`config.mk`:
```
export PLATFORM = sky130hd
export DESIGN_NAME = matmul_host_ctrl
export DESIGN_NICKNAME = d
export VERILOG_FILES = /design/src/rtl/matmul_ctrl_pkg.sv /design/src/rtl/valid_delay_line.sv /design/src/rtl/matmul_host_ctrl.sv
export SDC_FILE = /design/constraint.sdc
export NUM_CORES = 1
export LEC_CHECK = 0
export BUFFER_PORTS_ARGS = -buffer_cell sky130_fd_sc_hd__buf_4
export CAP_MARGIN = 40
export CORE_AREA = 2 2 210 212
export CTS_BUF_LIST = sky130_fd_sc_hd__clkbuf_16
export DETAILED_ROUTE_END_ITERATION = 7
export DIE_AREA = 0 0 212 214
export PLACE_DENSITY_LB_ADDON = 0.3
export REMOVE_ABC_BUFFERS = 1
export SYNTH_ARGS = -nofsm -noshare
export SYNTH_HDL_FRONTEND = slang
export SYNTH_SLANG_ARGS = --single-unit
```
`constraint.sdc`:
```
create_clock -name clk -period 5.15 [get_ports clk]
set_clock_uncertainty 0.05 [all_clocks]
set_input_delay 1.03 -clock clk [delete_from_list [all_inputs] [get_ports clk]]
set_output_delay 1.03 -clock clk [all_outputs]
set_load 0.01 [all_outputs]
```
`src/rtl/matmul_ctrl_pkg.sv`:
```
// Shared command and state encodings for the matmul host-side controller.
package matmul_ctrl_pkg;

    typedef enum logic [1:0] {
        OP_LOAD_A = 2'b00,
        OP_LOAD_B = 2'b01,
        OP_RUN    = 2'b10,
        OP_READ_C = 2'b11
    } cmd_op_e;

    typedef enum logic [2:0] {
        ST_IDLE       = 3'd0,
        ST_LOAD       = 3'd1,
        ST_LOAD_DRAIN = 3'd2,
        ST_RUN        = 3'd3,
        ST_READ       = 3'd4,
        ST_READ_DRAIN = 3'd5
    } ctrl_state_e;

endpackage

```
`src/rtl/valid_delay_line.sv`:
```
// Fixed-depth shift pipe carrying a valid vector alongside a data word.
module valid_delay_line #(
    parameter int unsigned DEPTH = 1,
    parameter int unsigned VW    = 1,
    parameter int unsigned DW    = 1
) (
    input  logic          clk,
    input  logic          reset,
    input  logic [VW-1:0] in_valid,
    input  logic [DW-1:0] in_data,
    output logic [VW-1:0] out_valid,
    output logic [DW-1:0] out_data
);

    logic [VW-1:0] valid_q [DEPTH];
    logic [DW-1:0] data_q  [DEPTH];

    always_ff @(posedge clk or negedge reset) begin
        if (!reset) begin
            for (int unsigned i = 0; i < DEPTH; i++) begin
                valid_q[i] <= '0;
                data_q[i]  <= '0;
            end
        end else begin
            valid_q[0] <= in_valid;
            data_q[0]  <= in_data;
            for (int unsigned i = 1; i < DEPTH; i++) begin
                valid_q[i] <= valid_q[i-1];
                data_q[i]  <= data_q[i-1];
            end
        end
    end

    assign out_valid = valid_q[DEPTH-1];
    assign out_data  = data_q[DEPTH-1];

endmodule

```
`src/rtl/matmul_host_ctrl.sv`:
```
// Host command sequencer for the matmul array: loads A/B rows into BRAM,
// kicks a multiply run with a timeout, and streams C rows back out.
module matmul_host_ctrl
    import matmul_ctrl_pkg::*;
#(
    parameter int unsigned AWIDTH       = 7,
    parameter int unsigned DWIDTH       = 8,
    parameter int unsigned MAT_MUL_SIZE = 16,
    parameter int unsigned NUM_ROWS     = 32,
    parameter int unsigned WR_ALIGN     = 2,
    parameter int unsigned RD_LAT       = 4,
    parameter int unsigned RUN_TIMEOUT  = 1023
) (
    input  logic                           clk,
    input  logic                           reset,
    input  logic                           cmd_valid,
    input  logic [1:0]                     cmd_op,
    output logic                           cmd_ready,
    input  logic                           wr_valid,
    input  logic [MAT_MUL_SIZE*DWIDTH-1:0] wr_data,
    output logic                           wr_ready,
    output logic                           rd_valid,
    output logic [MAT_MUL_SIZE*DWIDTH-1:0] rd_data,
    output logic                           busy,
    output logic                           err_timeout,
    output logic                           enable_writing_to_mem,
    output logic                           enable_reading_from_mem,
    output logic                           we_a,
    output logic                           we_b,
    output logic                           we_c,
    output logic                           start_mat_mul,
    output logic [AWIDTH-1:0]              addr_pi,
    output logic [MAT_MUL_SIZE*DWIDTH-1:0] data_pi,
    input  logic                           done_mat_mul,
    input  logic [MAT_MUL_SIZE*DWIDTH-1:0] data_from_out_mat
);

    localparam int unsigned DW  = MAT_MUL_SIZE * DWIDTH;
    localparam int unsigned RW  = $clog2(NUM_ROWS + 1);
    localparam int unsigned TW  = $clog2(RUN_TIMEOUT + 1);
    localparam int unsigned DRW = $clog2(WR_ALIGN + 1);

    ctrl_state_e    state;
    cmd_op_e        op_q;
    logic [RW-1:0]  row_cnt;
    logic [TW-1:0]  run_cnt;
    logic [DRW-1:0] drain_cnt;
    logic [1:0]     wr_iss;
    logic [DW-1:0]  wr_data_q;
    logic           rd_iss;
    logic           rd_last_in;
    logic           rd_last;
    logic [1:0]     wr_we;
    logic           beat;

    assign beat       = wr_valid & wr_ready;
    assign rd_last_in = (addr_pi == AWIDTH'(NUM_ROWS - 1));

    // Outputs are registered and set for the state being entered.
    always_ff @(posedge clk or negedge reset) begin
        if (!reset) begin
            state                   <= ST_IDLE;
            op_q                    <= OP_LOAD_A;
            row_cnt                 <= '0;
            run_cnt                 <= '0;
            drain_cnt               <= '0;
            wr_iss                  <= '0;
            wr_data_q               <= '0;
            rd_iss                  <= 1'b0;
            addr_pi                 <= '0;
            cmd_ready               <= 1'b1;
            busy                    <= 1'b0;
            wr_ready                <= 1'b0;
            enable_writing_to_mem   <= 1'b0;
            enable_reading_from_mem <= 1'b0;
            start_mat_mul           <= 1'b0;
            we_c                    <= 1'b0;
            err_timeout             <= 1'b0;
        end else begin
            wr_iss <= '0;
            rd_iss <= 1'b0;
            case (state)
                ST_IDLE: begin
                    if (cmd_valid) begin
                        op_q      <= cmd_op_e'(cmd_op);
                        cmd_ready <= 1'b0;
                        busy      <= 1'b1;
                        row_cnt   <= '0;
                        run_cnt   <= '0;
                        drain_cnt <= '0;
                        case (cmd_op_e'(cmd_op))
                            OP_LOAD_A, OP_LOAD_B: begin
                                state                 <= ST_LOAD;
                                enable_writing_to_mem <= 1'b1;
                                wr_ready              <= 1'b1;
                            end
                            OP_RUN: begin
                                state         <= ST_RUN;
                                start_mat_mul <= 1'b1;
                                we_c          <= 1'b1;
                            end
                            default: begin
                                state                   <= ST_READ;
                                enable_reading_from_mem <= 1'b1;
                                addr_pi                 <= '0;
                                rd_iss                  <= 1'b1;
                                row_cnt                 <= RW'(1);
                            end
                        endcase
                    end
                end
                ST_LOAD: begin
                    if (beat) begin
                        addr_pi   <= AWIDTH'(row_cnt);
                        wr_iss    <= (op_q == OP_LOAD_B) ? 2'b10 : 2'b01;
                        wr_data_q <= wr_data;
                        if (row_cnt == RW'(NUM_ROWS - 1)) begin
                            state    <= ST_LOAD_DRAIN;
                            wr_ready <= 1'b0;
                        end else begin
                            row_cnt <= row_cnt + RW'(1);
                        end
                    end
                end
                // Keep the write enable up until the last aligned we has gone out.
                ST_LOAD_DRAIN: begin
                    if (drain_cnt == DRW'(WR_ALIGN)) begin
                        state                 <= ST_IDLE;
                        enable_writing_to_mem <= 1'b0;
                        busy                  <= 1'b0;
                        cmd_ready             <= 1'b1;
                    end else begin
                        drain_cnt <= drain_cnt + DRW'(1);
                    end
                end
                ST_RUN: begin
                    if (done_mat_mul || (run_cnt == TW'(RUN_TIMEOUT - 1))) begin
                        state         <= ST_IDLE;
                        start_mat_mul <= 1'b0;
                        we_c          <= 1'b0;
                        busy          <= 1'b0;
                        cmd_ready     <= 1'b1;
                        if (!done_mat_mul) begin
                            err_timeout <= 1'b1;
                        end
                    end else begin
                        run_cnt <= run_cnt + TW'(1);
                    end
                end
                ST_READ: begin
                    if (row_cnt == RW'(NUM_ROWS)) begin
                        state <= ST_READ_DRAIN;
                    end else begin
                        addr_pi <= AWIDTH'(row_cnt);
                        rd_iss  <= 1'b1;
                        row_cnt <= row_cnt + RW'(1);
                    end
                end
                ST_READ_DRAIN: begin
                    if (rd_valid && rd_last) begin
                        state                   <= ST_IDLE;
                        enable_reading_from_mem <= 1'b0;
                        busy                    <= 1'b0;
                        cmd_ready               <= 1'b1;
                    end
                end
                default: begin
                    state     <= ST_IDLE;
                    busy      <= 1'b0;
                    cmd_ready <= 1'b1;
                end
            endcase
        end
    end

    // Write beats land on the BRAM port WR_ALIGN cycles after their address.
    valid_delay_line #(
        .DEPTH (WR_ALIGN),
        .VW    (2),
        .DW    (DW)
    ) u_wr_dly (
        .clk       (clk),
        .reset     (reset),
        .in_valid  (wr_iss),
        .in_data   (wr_data_q),
        .out_valid (wr_we),
        .out_data  (data_pi)
    );

    assign we_a = wr_we[0];
    assign we_b = wr_we[1];

    // Read returns line up with the memory's RD_LAT; the data bit marks the final row.
    valid_delay_line #(
        .DEPTH (RD_LAT),
        .VW    (1),
        .DW    (1)
    ) u_rd_dly (
        .clk       (clk),
        .reset     (reset),
        .in_valid  (rd_iss),
        .in_data   (rd_last_in),
        .out_valid (rd_valid),
        .out_data  (rd_last)
    );

    assign rd_data = rd_valid ? data_from_out_mat : '0;

endmodule

```
======== Word level (Yosys, flattened, before mapping) ========
Cells that the tools add are included.
cells by class
  add/sub/neg operators ................... 3
  mux-type cells .......................... 56
  shift operators ......................... 0
  reductions and logical operators ........ 25
  equal/unequal tests ..................... 27
  multiply operators ...................... 0
  order comparisons ....................... 0
  bitwise logic cells ..................... 3
  divide/modulo/power cells ............... 0
operators with widths
  operator                                              count
  2-to-1 mux 128 bit                                    1
  2-to-1 mux 7 bit                                      4
  2-to-1 mux 6 bit                                      4
  inequality test 2 bit (second input constant)         12
  2-to-1 mux 3 bit                                      7
  one-hot mux 7 bit (3 select lines)                    1
  2-to-1 mux 1 bit                                      20
  2-to-1 mux 10 bit                                     2
  one-hot mux 10 bit (2 select lines)                   1
  AND reduction 5 bit                                   4
  one-hot mux 3 bit (6 select lines)                    1
  one-hot mux 6 bit (3 select lines)                    1
  AND reduction 4 bit                                   3
  adder 10 x 1 -> 10 bit (second input constant)        1
  equality test 10 bit (second input constant)          1
  2-to-1 mux 2 bit                                      5
  one-hot mux 1 bit (2 select lines)                    5
  one-hot mux 1 bit (5 select lines)                    2
  AND reduction 3 bit                                   3
  nonzero test 2 bit                                    4
  equality test 7 x 5 -> 1 bit (second input constant)  1
  AND reduction 7 bit                                   1
  adder 6 x 1 -> 6 bit (second input constant)          1
  equality test 3 x 2 -> 1 bit (second input constant)  2
  other kinds (20)                                      27
storage, ports and cells
  output and inout port bits .............. 274
  register bits after elaboration ......... 436
  RAM bits ................................ 0
  memories ................................ 0
  bits in read-only memories .............. 0
  bits in latches ......................... 0

======== Logic depth before layout (Yosys ltp) ========
Gate-level depths: netlist of run 1.
  word-level depth ........................ 5
  mapped depth ............................ 8
  gate-level depth less buffers ........... 6

======== Modules after synthesis ========
From an unflattened synthesis of run 1, not the netlist that was laid out.
second synthesis, totals
  cell total of the unflattened synthesis .. 1042
  area total of the unflattened synthesis .. 15486.1 µm²
by module, submodules not included
  module                        sequential area each (µm²)  cells each  times used  area an instance (µm²)
  matmul_host_ctrl              4180.3                      644         1           7803.7
  valid_delay_line at u_wr_dly  6506.2                      390         1           7482.2
  valid_delay_line at u_rd_dly  200.2                       8           1           200.2

======== Worst setup path after synthesis of run 1 ========
No wires, ideal clock.
  path type ............................... input -> output
  start ................................... input data_from_out_mat[0]
  end ..................................... output rd_data[0]
  stages on the path ...................... 1
  slack ................................... 2875 ps
  data required time ...................... 4070 ps
  path buffers ............................ 0
  data arrival time ....................... 1195 ps
  cells stage by stage .................... and2_1
between the ends
  word-level cells in the longest chain between the ends .. 1
ends and longest elaborated chain
  item                RTL line                 source
  start, declared     matmul_host_ctrl.sv:35   input logic [MAT_MUL_SIZE*DWIDTH-1:0] data_from_out_mat
  2-to-1 mux 128 bit  matmul_host_ctrl.sv:207  assign rd_data = rd_valid ? data_from_out_mat : '0;
  end, declared       matmul_host_ctrl.sv:23   output logic [MAT_MUL_SIZE*DWIDTH-1:0] rd_data,
No other way between the ends.

======== Worst setup path after layout of run 1 ========
  start ................................... register u_rd_dly.valid_q (netlist bit u_rd_dly.out_valid)
  end ..................................... output rd_data[51]
between the ends
  word-level cells in the longest chain between the ends .. 1
ends and longest elaborated chain
  item                             RTL line                 source
  start, declared                  valid_delay_line.sv:15   logic [VW-1:0] valid_q [DEPTH];
  start signal, assigned by index  valid_delay_line.sv:28   valid_q[i] <= valid_q[i-1];
  2-to-1 mux 128 bit               matmul_host_ctrl.sv:207
No other way between the ends.

==> results of run 1 <==
## registers in the layout (all words and copies together) (netlist names), 2 cells and up
signal	count
wr_iss	2
wr_data_q	128
state	3
u_wr_dly.out_data	128
u_wr_dly.out_valid	2
u_wr_dly.data_q	128
row_cnt	6
addr_pi	6
op_q	2
run_cnt	10
drain_cnt	2
u_wr_dly.valid_q	2
u_rd_dly.data_q	3
u_rd_dly.valid_q	3
## stage by stage
stage	hold slack [ns]	setup slack [ns]	util (%)
floorplan	0.281	1.23	-
global placement	0.281	2.41	44.8
detailed placement	0.285	2.33	44.8
CTS	0.294	1.70	48.3
global route	0.300	1.56	48.3
finish	0.294	1.74	48.3
## cell usage in the layout (no fill, tap or decap), types with 4 or more instances in the layout
| cell type | count |
|---|---|
| a22o_1 | 6 |
| bufinv_16 | 6 |
| clkinvlp_4 | 6 |
| o21ai_0 | 8 |
| buf_12 | 4 |
| o31ai_1 | 5 |
| nor3_1 | 4 |
| clkbuf_16 | 46 |
| nand3_1 | 14 |
| nand4_1 | 4 |
| a21oi_1 | 9 |
| dfrtp_1 | 433 |
| inv_1 | 25 |
| clkinv_2 | 8 |
| buf_4 | 539 |
| clkinv_1 | 8 |
| nand2_1 | 405 |
| and2_1 | 129 |
| ha_1 | 5 |
| or4_1 | 5 |
| mux2i_1 | 7 |
| nor2_1 | 14 |
| diode_2 | 5 |
## cell type report
| class | count | area share (%) |
|---|---|---|
| well taps | 585 | 3.53 |
| multi-input cells | 672 | 16.4 |
| clock inverters | 36 | 1.63 |
| inverters | 18 | 0.326 |
| flip-flops and latches | 435 | 52.5 |
| diodes | 5 | 0.0604 |
| repair buffers | 544 | 20.0 |
| clock buffers | 46 | 5.55 |
## cells in the mapped netlist, types with 6 or more instances
master and instances:
dfrtp_1 434, mux2i_1 7, clkbuf_1 34, and2_1 129
o21ai_0 8, nand3_1 15, nand2_1 405, a22o_1 6
buf_4 131, a21oi_1 9, buf_2 18, inv_1 18
nor2_1 14
## path summary, 6_finish.rpt
kind / startpoint / endpoint / slack, ns / depth (start not counted)
worst max register to register: state[0] / wr_data_q[61] / 2.50 / 5
min in group asynchronous: reset / u_wr_dly.data_q[186] / 0.46 / 1
max in group asynchronous: reset / u_wr_dly.data_q[184] / 3.35 / 2
worst min register to register: u_wr_dly.data_q[215] / u_wr_dly.out_data[87] / 0.29 / 0
worst min-delay path: u_wr_dly.data_q[215] / u_wr_dly.out_data[87] / 0.29 / 0
worst max-delay path: u_rd_dly.out_valid / rd_data[51] / 1.74 / 3
## cell families after synthesis
logic type / after synthesis
compound gates: 58
xor+xnor: 1
fa+ha+maj: 5
buf+inv: 202
flops: 435
mux: 11
other cells: 1
simple gates: 596
## worst max-delay path, delay by kind of cell, from the launching register on
| family | cells | cell delay [ns] |
|---|---|---|
| DFF | 1 | 0.93 |
| buffers and inverters | 2 | 0.58 |
| and+or+nand+nor | 1 | 0.21 |
## power breakdown
group / switching (uW) / internal (uW) / leakage [uW]
logic: 1790 / 1490 / 0.00464
registers: 694 / 4830 / 0.00551
clock network: 1370 / 1930 / 0.000741
total: 3850 / 8240 / 0.0109
## per-layer routing
metal	vias up	GRT usage [%]
li1	4800	-
met1	5326	28.4
met2	358	44.5
met3	80	4.22
met4	2	9.13
met5	-	0
==> results.py, run 1 <==
metrics = {
    "grt": {
        "antenna_found_initial": 7,
        "grt_pass1_vias": 10900,
        "grt_use_total_pct": 24.4,
        "grt.overflow.total": 0,
        "grt_max_degree": 132,
        "grt_pass1_wl_um": 78200,
    },
    "yosys": {
        "synthAdderAreaFrac_pct": 0.403,
        "synth_edf_count": 0,
        "synthCells": 1309,
        "synth_area_um2": 15500,
        "ys_async_sr_fraction_pct": 100,
        "ys_ff_latch": 435,
        "synth_top_area_share_pct": 69.9,
        "synthMuxAreaShare_pct": 0.789,
        "yosysWarnings": 0,
        "ys.flop_type": "dfrtp_1",
        "yosysSeqAreaShare_pct": 70.0,
        "synth_compound_area_share_pct": 3.03,
        "synth-simple-area-share_pct": 17.4,
        "synth_top_family_by_area": "simple AND/OR/NAND/NOR gates",
        "ys_types": 60,
        "yosys-top-cells-area": "dfrtp_1 70%, nand2_1 9.8%, buf_4 6.3%",
        "synth_top_cell_by_area": "dfrtp_1",
        "avgSynthCellArea_um2": 11.9,
        "synth-xor-area-share_pct": 0.0564,
    },
    "placement": {
        "place_hpwl_um": 42700,
        "io_buffers": 535,
        "placedCellCount": 2254,
        "place_area_um2": 19200,
        "place_congestion": 0.912,
    },
    "cells_and_area": {
        "seqCellArea_um2": 10900,
        "fin_area_um2": 20700,
        "finalNetCount": 1985,
        "fillerInstances": 3896,
        "multi_input_area_um2": 3390,
        "drive_gt1_share_pct": 36.0,
        "area_growth_pct": 33.4,
        "fin_cells": 2341,
    },
    "clock_tree": {
        "cts_made_buffers": 46,
        "cts_hold_buffers": 0,
        "cts_tree": "built",
        "path_clk_slew_ns": 0.06,
        "post-cts-setup-buffers": 0,
        "insertion_delay_ns": 0.57,
        "cts.path.max_buffers": 3,
        "clkSinkCount": 435,
        "cts-root-buf": "clkbuf_16",
        "htree_levels": 2,
        "post_cts_resized": 0,
    },
    "sta": {
        "period_minus_slack_ns": 3.41,
        "relSlewSlack_pct": 41.2,
        "fmax_mhz": 294,
        "fin_setup_tns_ns": 0,
        "rsz0062_at_grt": "false",
        "worst_pin_slew_ns": 0.882,
        "final-hold-violation-count": 0,
        "fin_crit_sh_pct": 66.2,
        "setup_viol": 0,
        "drv_slew": 0,
    },
    "job": {
        "drv_cap": 0,
    },
    "drt": {
        "met3_length_um": 3160,
        "routed_wl_um": 55600,
        "top_layer_used": "met5",
        "ant_nets": 0,
        "via_count": 10600,
        "wl_per_cell_um": 23.7,
        "drtPass1Iterations": 5,
        "wl_met2_um": 29900,
        "wl_met1_um": 20600,
        "post-route-drc-count": 0,
        "via_per_inst": 4.51,
        "drtIter0Drc": 662,
    },
    "die": {
        "rows": 76,
        "die_y_um": 214,
        "die_w_um": 212,
        "start_util_pct": 36.2,
        "io_pins": 537,
        "core_um2": 42900,
        "die_area_um2": 45400,
    },
    "setup_path": {
        "cp_cell_sequence": "buf_4 > and2_1 > buf_4",
        "endpoint_kind": "primary output",
        "cpMostUsedCell": "buf_4",
        "worst-path-max-fanout": 83,
        "required_ns": 4.07,
        "crit_path_max_incr_delay_ns": 0.93,
        "arrival_ns": 2.33,
        "crit_path_start_kind": "register",
        "crit_slowest_cell": "dfrtp_4",
        "path_class": "reg -> out",
    },
    "power_and_ir_drop": {
        "p_leak_uw": 0.0109,
        "powerDensity_nw_per_um2": 584,
        "ir_worst_vdd_uv": 315,
        "total_power_uw": 12100,
    },
    "worst_hold_path": {
        "hp-class": "reg -> reg",
    },
    "status": {
        "status": "complete, no violations",
    },
}
No activity file was read; power rests on OpenSTA's default activity.
==> run 2, diff against run 1 <==
--- a/config.mk
+++ b/config.mk
@@ -7,10 +7,10 @@
 export LEC_CHECK = 0
 export BUFFER_PORTS_ARGS = -buffer_cell sky130_fd_sc_hd__buf_4
 export CAP_MARGIN = 40
-export CORE_AREA = 2 2 210 212
+export CORE_AREA = 2 2 207 209
 export CTS_BUF_LIST = sky130_fd_sc_hd__clkbuf_16
 export DETAILED_ROUTE_END_ITERATION = 7
-export DIE_AREA = 0 0 212 214
+export DIE_AREA = 0 0 209 211
 export PLACE_DENSITY_LB_ADDON = 0.3
 export REMOVE_ABC_BUFFERS = 1
 export SYNTH_ARGS = -nofsm -noshare
==> constraint.sdc (replaced) <==
create_clock -name clk -period 2.85 [get_ports clk]
set_clock_uncertainty 0.05 [all_clocks]
set_input_delay 0.57 -clock clk [delete_from_list [all_inputs] [get_ports clk]]
set_output_delay 0.57 -clock clk [all_outputs]
set_load 0.01 [all_outputs]
==> run 2 against run 1 <==
Net effect:
- via count up 1.5%
- power up 80%
- core utilization up 1.5 points
- die area down 2.8%
- wire length up 1.0%
- first-iteration DRC count up 19%
- design area up 0.38%
- sequential share of layout area down 0.20 points
- clock-buffer cell count down 1
- global-route usage up 0.88 points
- sequential cell count unchanged
- critical path type unchanged
- largest power group unchanged
==> results.py, run 2 (synthesis gave the netlist of run 1 again) <==
metrics = {
    "cells_and_area": {
        "layout_commonest_cell": "buf_4",
        "layout_common_cells": "547 x buf_4, 433 x dfrtp_1, 405 x nand2_1, 129 x and2_1, 45 x clkbuf_16",
        "fillerInstances": 3708,
        "fin_cells": 2310,
        "area_growth_pct": 33.9,
        "drive_gt1_share_pct": 36.5,
        "postLayoutCoreUtil_pct": 49.8,
        "finalNetCount": 1996,
    },
    "drt": {
        "ant_nets": 0,
        "post-route-drc-count": 0,
        "via_per_inst": 4.64,
        "drtPass1Iterations": 5,
        "drtIter0Drc": 791,
        "routed_wl_um": 56100,
        "via_count": 10700,
        "wl_per_cell_um": 24.3,
    },
    "die": {
        "rows": 75,
        "start_util_pct": 37.2,
        "io_pins": 537,
        "die_w_um": 209,
        "core_um2": 41800,
        "die_y_um": 211,
        "die_area_um2": 44100,
    },
    "sta": {
        "period_minus_slack_ns": 2.66,
        "rsz0062_at_grt": "false",
        "setup_viol": 0,
        "final-hold-violation-count": 0,
        "finalWorstSetupSlack_ns": 0.192,
        "drv_slew": 0,
        "relSlewSlack_pct": 50.8,
        "fin_crit_sh_pct": 93.3,
        "fmax_mhz": 376,
        "worst_pin_slew_ns": 0.736,
    },
    "grt": {
        "grt_pass1_vias": 10800,
        "busiest_layer": "met2",
        "grt.overflow.total": 0,
        "globalRouteMet3Util_pct": 6.76,
        "met1_usage_pct": 29.6,
        "grt_use_total_pct": 25.3,
        "met2_usage_pct": 44.1,
        "grt_pass1_wl_um": 78500,
        "grt_max_degree": 81,
        "antenna_found_initial": 15,
    },
    "power_and_ir_drop": {
        "ir_worst_vdd_uv": 471,
        "total_power_uw": 21800,
        "p_leak_uw": 0.0110,
        "powerDensity_nw_per_um2": 1050,
    },
    "setup_path": {
        "path_class": "reg -> out",
        "path_buf_inv": 2,
        "endpoint_kind": "primary output",
        "required_ns": 2.23,
        "crit_path_max_incr_delay_ns": 0.69,
        "worst-path-max-fanout": 56,
        "crit_path_start_kind": "register",
        "crit_family": "flip-flops",
        "arrival_ns": 2.04,
        "cp_cell_sequence": "buf_6 > and2_1 > buf_4",
        "crit_slowest_cell": "dfrtp_4",
    },
    "job": {
        "drv_cap": 0,
    },
    "clock_tree": {
        "insertion_delay_ns": 0.57,
        "cts_tree": "built",
        "htree_levels": 2,
        "cts-root-buf": "clkbuf_16",
        "path_clk_slew_ns": 0.06,
        "clkSinkCount": 435,
        "cts_made_buffers": 44,
        "post-cts-setup-buffers": 0,
        "cts.path.max_buffers": 3,
    },
    "placement": {
        "pre_cts_ws_ns": 0.670,
        "io_buffers": 535,
        "placedCellCount": 2220,
        "place_congestion": 0.932,
        "place_hpwl_um": 44400,
    },
    "status": {
        "status": "complete, no violations",
    },
    "worst_hold_path": {
        "hp-class": "in -> reg",
    },
}
## run 2: cell count changes in the layout (fill, tap and decap cells not counted), moves of 2 or more
cell / before / now
buf_12: 4 / 7
buf_4: 539 / 547
clkinv_1: 8 / 10
clkinv_2: 8 / 10
clkinv_4: 0 / 2
clkinvlp_4: 6 / 3
diode_2: 5 / 7
inv_1: 25 / 21
inv_6: 0 / 2
## run 2: report_power, final
| group | internal (uW) | switching (uW) | leakage, uW |
|---|---|---|---|
| combinational | 2750 | 3270 | 0.00472 |
| sequential | 8730 | 1250 | 0.00551 |
| clock | 3360 | 2430 | 0.000732 |
## run 2: final cells by class
| cell class | count | area, um^2 | share of cell area, % |
|---|---|---|---|
| Timing Repair Buffer | 557 | 4280 | 20.6 |
| Multi-Input combinational cell | 672 | 3390 | 16.3 |
| Tap cell | 539 | 674 | 3.24 |
| Clock buffer | 45 | 1130 | 5.41 |
| Clock inverter | 37 | 353 | 1.70 |
| Antenna cell | 7 | 17.5 | 0.0842 |
| Inverter | 18 | 67.6 | 0.325 |
| Sequential cell | 435 | 10900 | 52.3 |
## run 2: path summary, 6_finish.rpt
path                                       from                      to  slack, ns  depth (start not counted)
setup / recovery             u_rd_dly.out_valid            rd_data[113]       0.19                          3
hold / removal                      wr_data[16]           wr_data_q[16]       0.14                          3
setup reg to reg                       state[0]              addr_pi[0]       0.67                          4
hold reg to reg            u_wr_dly.data_q[229]  u_wr_dly.out_data[101]       0.29                          0
max in group asynchronous                 reset    u_wr_dly.data_q[226]       1.39                          3
min in group asynchronous                 reset    u_wr_dly.data_q[134]       0.52                          2
## run 2: worst reg2reg max path: stages (launching register included)
cell,delay (ns)
dfrtp_1,0.70
nand3_1,0.19
a31o_4,0.32
a211oi_4,0.47
mux2_4,0.34
## run 2: repair_timing
action / 4_1_cts / 5_1_grt
endpoints found under the hold margin: 54 / 0
hold buffers: 1 / 0
resized for setup: 0 / 1
endpoints found under the setup margin: 0 / 5
## run 2: metal layers
| metal | share of wire, % | up-vias |
|---|---|---|
| met1 | 38 | 5378 |
| li1 | - | 4840 |
| met4 | 3.6 | 18 |
| met3 | 6.6 | 92 |
| met5 | 0.17 | - |
| met2 | 52 | 398 |
## run 2: stage by stage
| step | TNS (ns) | area (um^2) | hold WS, ns |
|---|---|---|---|
| after detailed placement | 0 | 19300 | 0.285 |
| final | 0 | 20800 | 0.137 |
| after global routing | 0 | 20800 | 0.114 |
| after global placement | 0 | 19300 | 0.282 |
| after floorplan | -110.49 | 14300 | 0.224 |
| after CTS | 0 | 20800 | 0.0970 |
==> run 3, diff against run 2 <==
--- a/config.mk
+++ b/config.mk
@@ -7,10 +7,10 @@
 export LEC_CHECK = 0
 export BUFFER_PORTS_ARGS = -buffer_cell sky130_fd_sc_hd__buf_4
 export CAP_MARGIN = 40
-export CORE_AREA = 2 2 207 209
+export CORE_AREA = 2 2 210 212
 export CTS_BUF_LIST = sky130_fd_sc_hd__clkbuf_16
 export DETAILED_ROUTE_END_ITERATION = 7
-export DIE_AREA = 0 0 209 211
+export DIE_AREA = 0 0 212 214
 export PLACE_DENSITY_LB_ADDON = 0.3
 export REMOVE_ABC_BUFFERS = 1
 export SYNTH_ARGS = -nofsm -noshare
==> constraint.sdc (replaced) <==
create_clock -name clk -period 3.2 [get_ports clk]
set_clock_uncertainty 0.05 [all_clocks]
set_input_delay 0.64 -clock clk [delete_from_list [all_inputs] [get_ports clk]]
set_output_delay 0.64 -clock clk [all_outputs]
set_load 0.01 [all_outputs]
==> run 3 against run 2 <==
Net effect:
- design area about the same
- combinational power decreased by 11%
- worst setup slack improved by 0.26 ns
- sequential power decreased by 11%
==> results.py, run 3 (synthesis gave the netlist of run 1 again) <==
metrics = {
    "worst_hold_path": {
        "hp-class": "in -> reg",
    },
    "placement": {
        "io_buffers": 535,
        "place_hpwl_um": 43600,
        "pre_cts_ws_ns": 0.771,
        "place_congestion": 0.909,
        "place_area_um2": 19400,
    },
    "grt": {
        "grt_pass1_wl_um": 78900,
        "grt_use_total_pct": 24.4,
        "grt_pass1_vias": 11100,
        "grt.overflow.total": 0,
        "grt_max_degree": 80,
        "antenna_found_initial": 13,
    },
    "sta": {
        "rsz0062_at_grt": "false",
        "fin_setup_tns_ns": 0,
        "relSlewSlack_pct": 47.8,
        "setup_viol": 0,
        "fmax_mhz": 363,
        "final-hold-violation-count": 0,
        "fin_crit_sh_pct": 86.0,
        "period_minus_slack_ns": 2.75,
        "hold-worst-slack_ns": 0.207,
        "worst_pin_slew_ns": 0.779,
        "drv_slew": 0,
        "finalWorstSetupSlack_ns": 0.449,
    },
    "cells_and_area": {
        "drive_gt1_share_pct": 36.2,
        "fin_area_um2": 20800,
        "area_growth_pct": 33.9,
        "fillerInstances": 3866,
        "layout_common_cells": "545 x buf_4, 433 x dfrtp_1, 405 x nand2_1, 129 x and2_1, 46 x clkbuf_16",
        "seqCellArea_um2": 10900,
        "multi_input_area_um2": 3390,
        "layout_commonest_cell": "buf_4",
        "finalNetCount": 1996,
    },
    "setup_path": {
        "crit_path_start_kind": "register",
        "arrival_ns": 2.06,
        "reg2reg_slack_ns": 0.74,
        "required_ns": 2.51,
        "worst-path-max-fanout": 59,
        "path_class": "reg -> out",
        "endpoint_kind": "primary output",
    },
    "drt": {
        "routed_wl_um": 55200,
        "via_count": 10700,
        "drtPass1Iterations": 5,
        "ant_nets": 0,
        "wl_per_cell_um": 23.5,
        "post-route-drc-count": 0,
        "drtIter0Drc": 731,
        "via_per_inst": 4.56,
    },
    "status": {
        "status": "complete, no violations",
    },
    "clock_tree": {
        "cts.path.max_buffers": 3,
        "cts-root-buf": "clkbuf_16",
        "clkSinkCount": 435,
        "insertion_delay_ns": 0.57,
        "cts_made_buffers": 45,
        "path_clk_slew_ns": 0.06,
        "cts_tree": "built",
        "cts_hold_buffers": 1,
        "htree_levels": 2,
        "post_cts_resized": 0,
        "post-cts-setup-buffers": 0,
    },
    "die": {
        "io_pins": 537,
        "die_area_um2": 45400,
        "die_y_um": 214,
        "die_w_um": 212,
        "core_um2": 42900,
        "rows": 76,
        "start_util_pct": 36.2,
    },
    "job": {
        "drv_cap": 0,
    },
    "power_and_ir_drop": {
        "ir_worst_vdd_uv": 472,
        "total_power_uw": 19200,
        "p_leak_uw": 0.0110,
        "powerDensity_nw_per_um2": 925,
    },
}
-- run 3: cell types whose count changed in the layout (fill, tap and decap cells not counted), sizes merged --
cell      before  now
clkinv        24   21
inv           23   26
bufinv         5    3
buf          556  555
clkbuf        45   46
clkinvlp       3    2
diode          7    6
-- run 3: cell type report --
| class | instances | share of cell area [%] |
|---|---|---|
| multi-input combinational | 672 | 16.3 |
| clock buffer | 46 | 5.53 |
| timing repair buffer | 556 | 20.7 |
| inverter | 18 | 0.325 |
| sequential | 435 | 52.3 |
| clock inverter | 34 | 1.25 |
| antenna | 6 | 0.0722 |
| tap | 585 | 3.52 |
-- run 3: metal layers --
layer	up-vias	share of wire (%)	global-route usage, %
li1	4818	-	-
met1	5458	36	27.8
met2	355	54	44.8
met3	82	6.3	5.91
met4	14	3.2	7.72
met5	-	0.18	0
-- run 3: worst paths after layout --
check / to / startpoint / depth (start not counted)
min in group asynchronous: u_wr_dly.data_q[170] / reset / 2
setup / recovery: rd_data[27] / u_rd_dly.out_valid / 3
max in group asynchronous: u_wr_dly.data_q[173] / reset / 4
hold reg to reg: u_wr_dly.out_data[79] / u_wr_dly.data_q[207] / 0
hold / removal: wr_data_q[54] / wr_data[54] / 3
setup reg to reg: wr_data_q[24] / state[0] / 5
-- run 3: power breakdown --
group          switching, uW  total (uW)  internal (uW)
logic                   2920        5380           2460
clock network           2130        4990           2860
registers               1110        8880           7770
-- run 3: worst max-delay path, cell delays in order (launching register included) --
cell and delay, ns:
dfrtp_4 0.82, buf_12 0.29, and2_1 0.21, buf_4 0.14
-- run 3: metrics by stage --
stage	std cells	utilization, %
2_1_floorplan	1125	-
3_3_place_gp	2265	45.2
3_5_place_dp	2265	45.2
4_1_cts	2346	48.5
5_1_grt	2349	48.5
6_report	2352	48.5
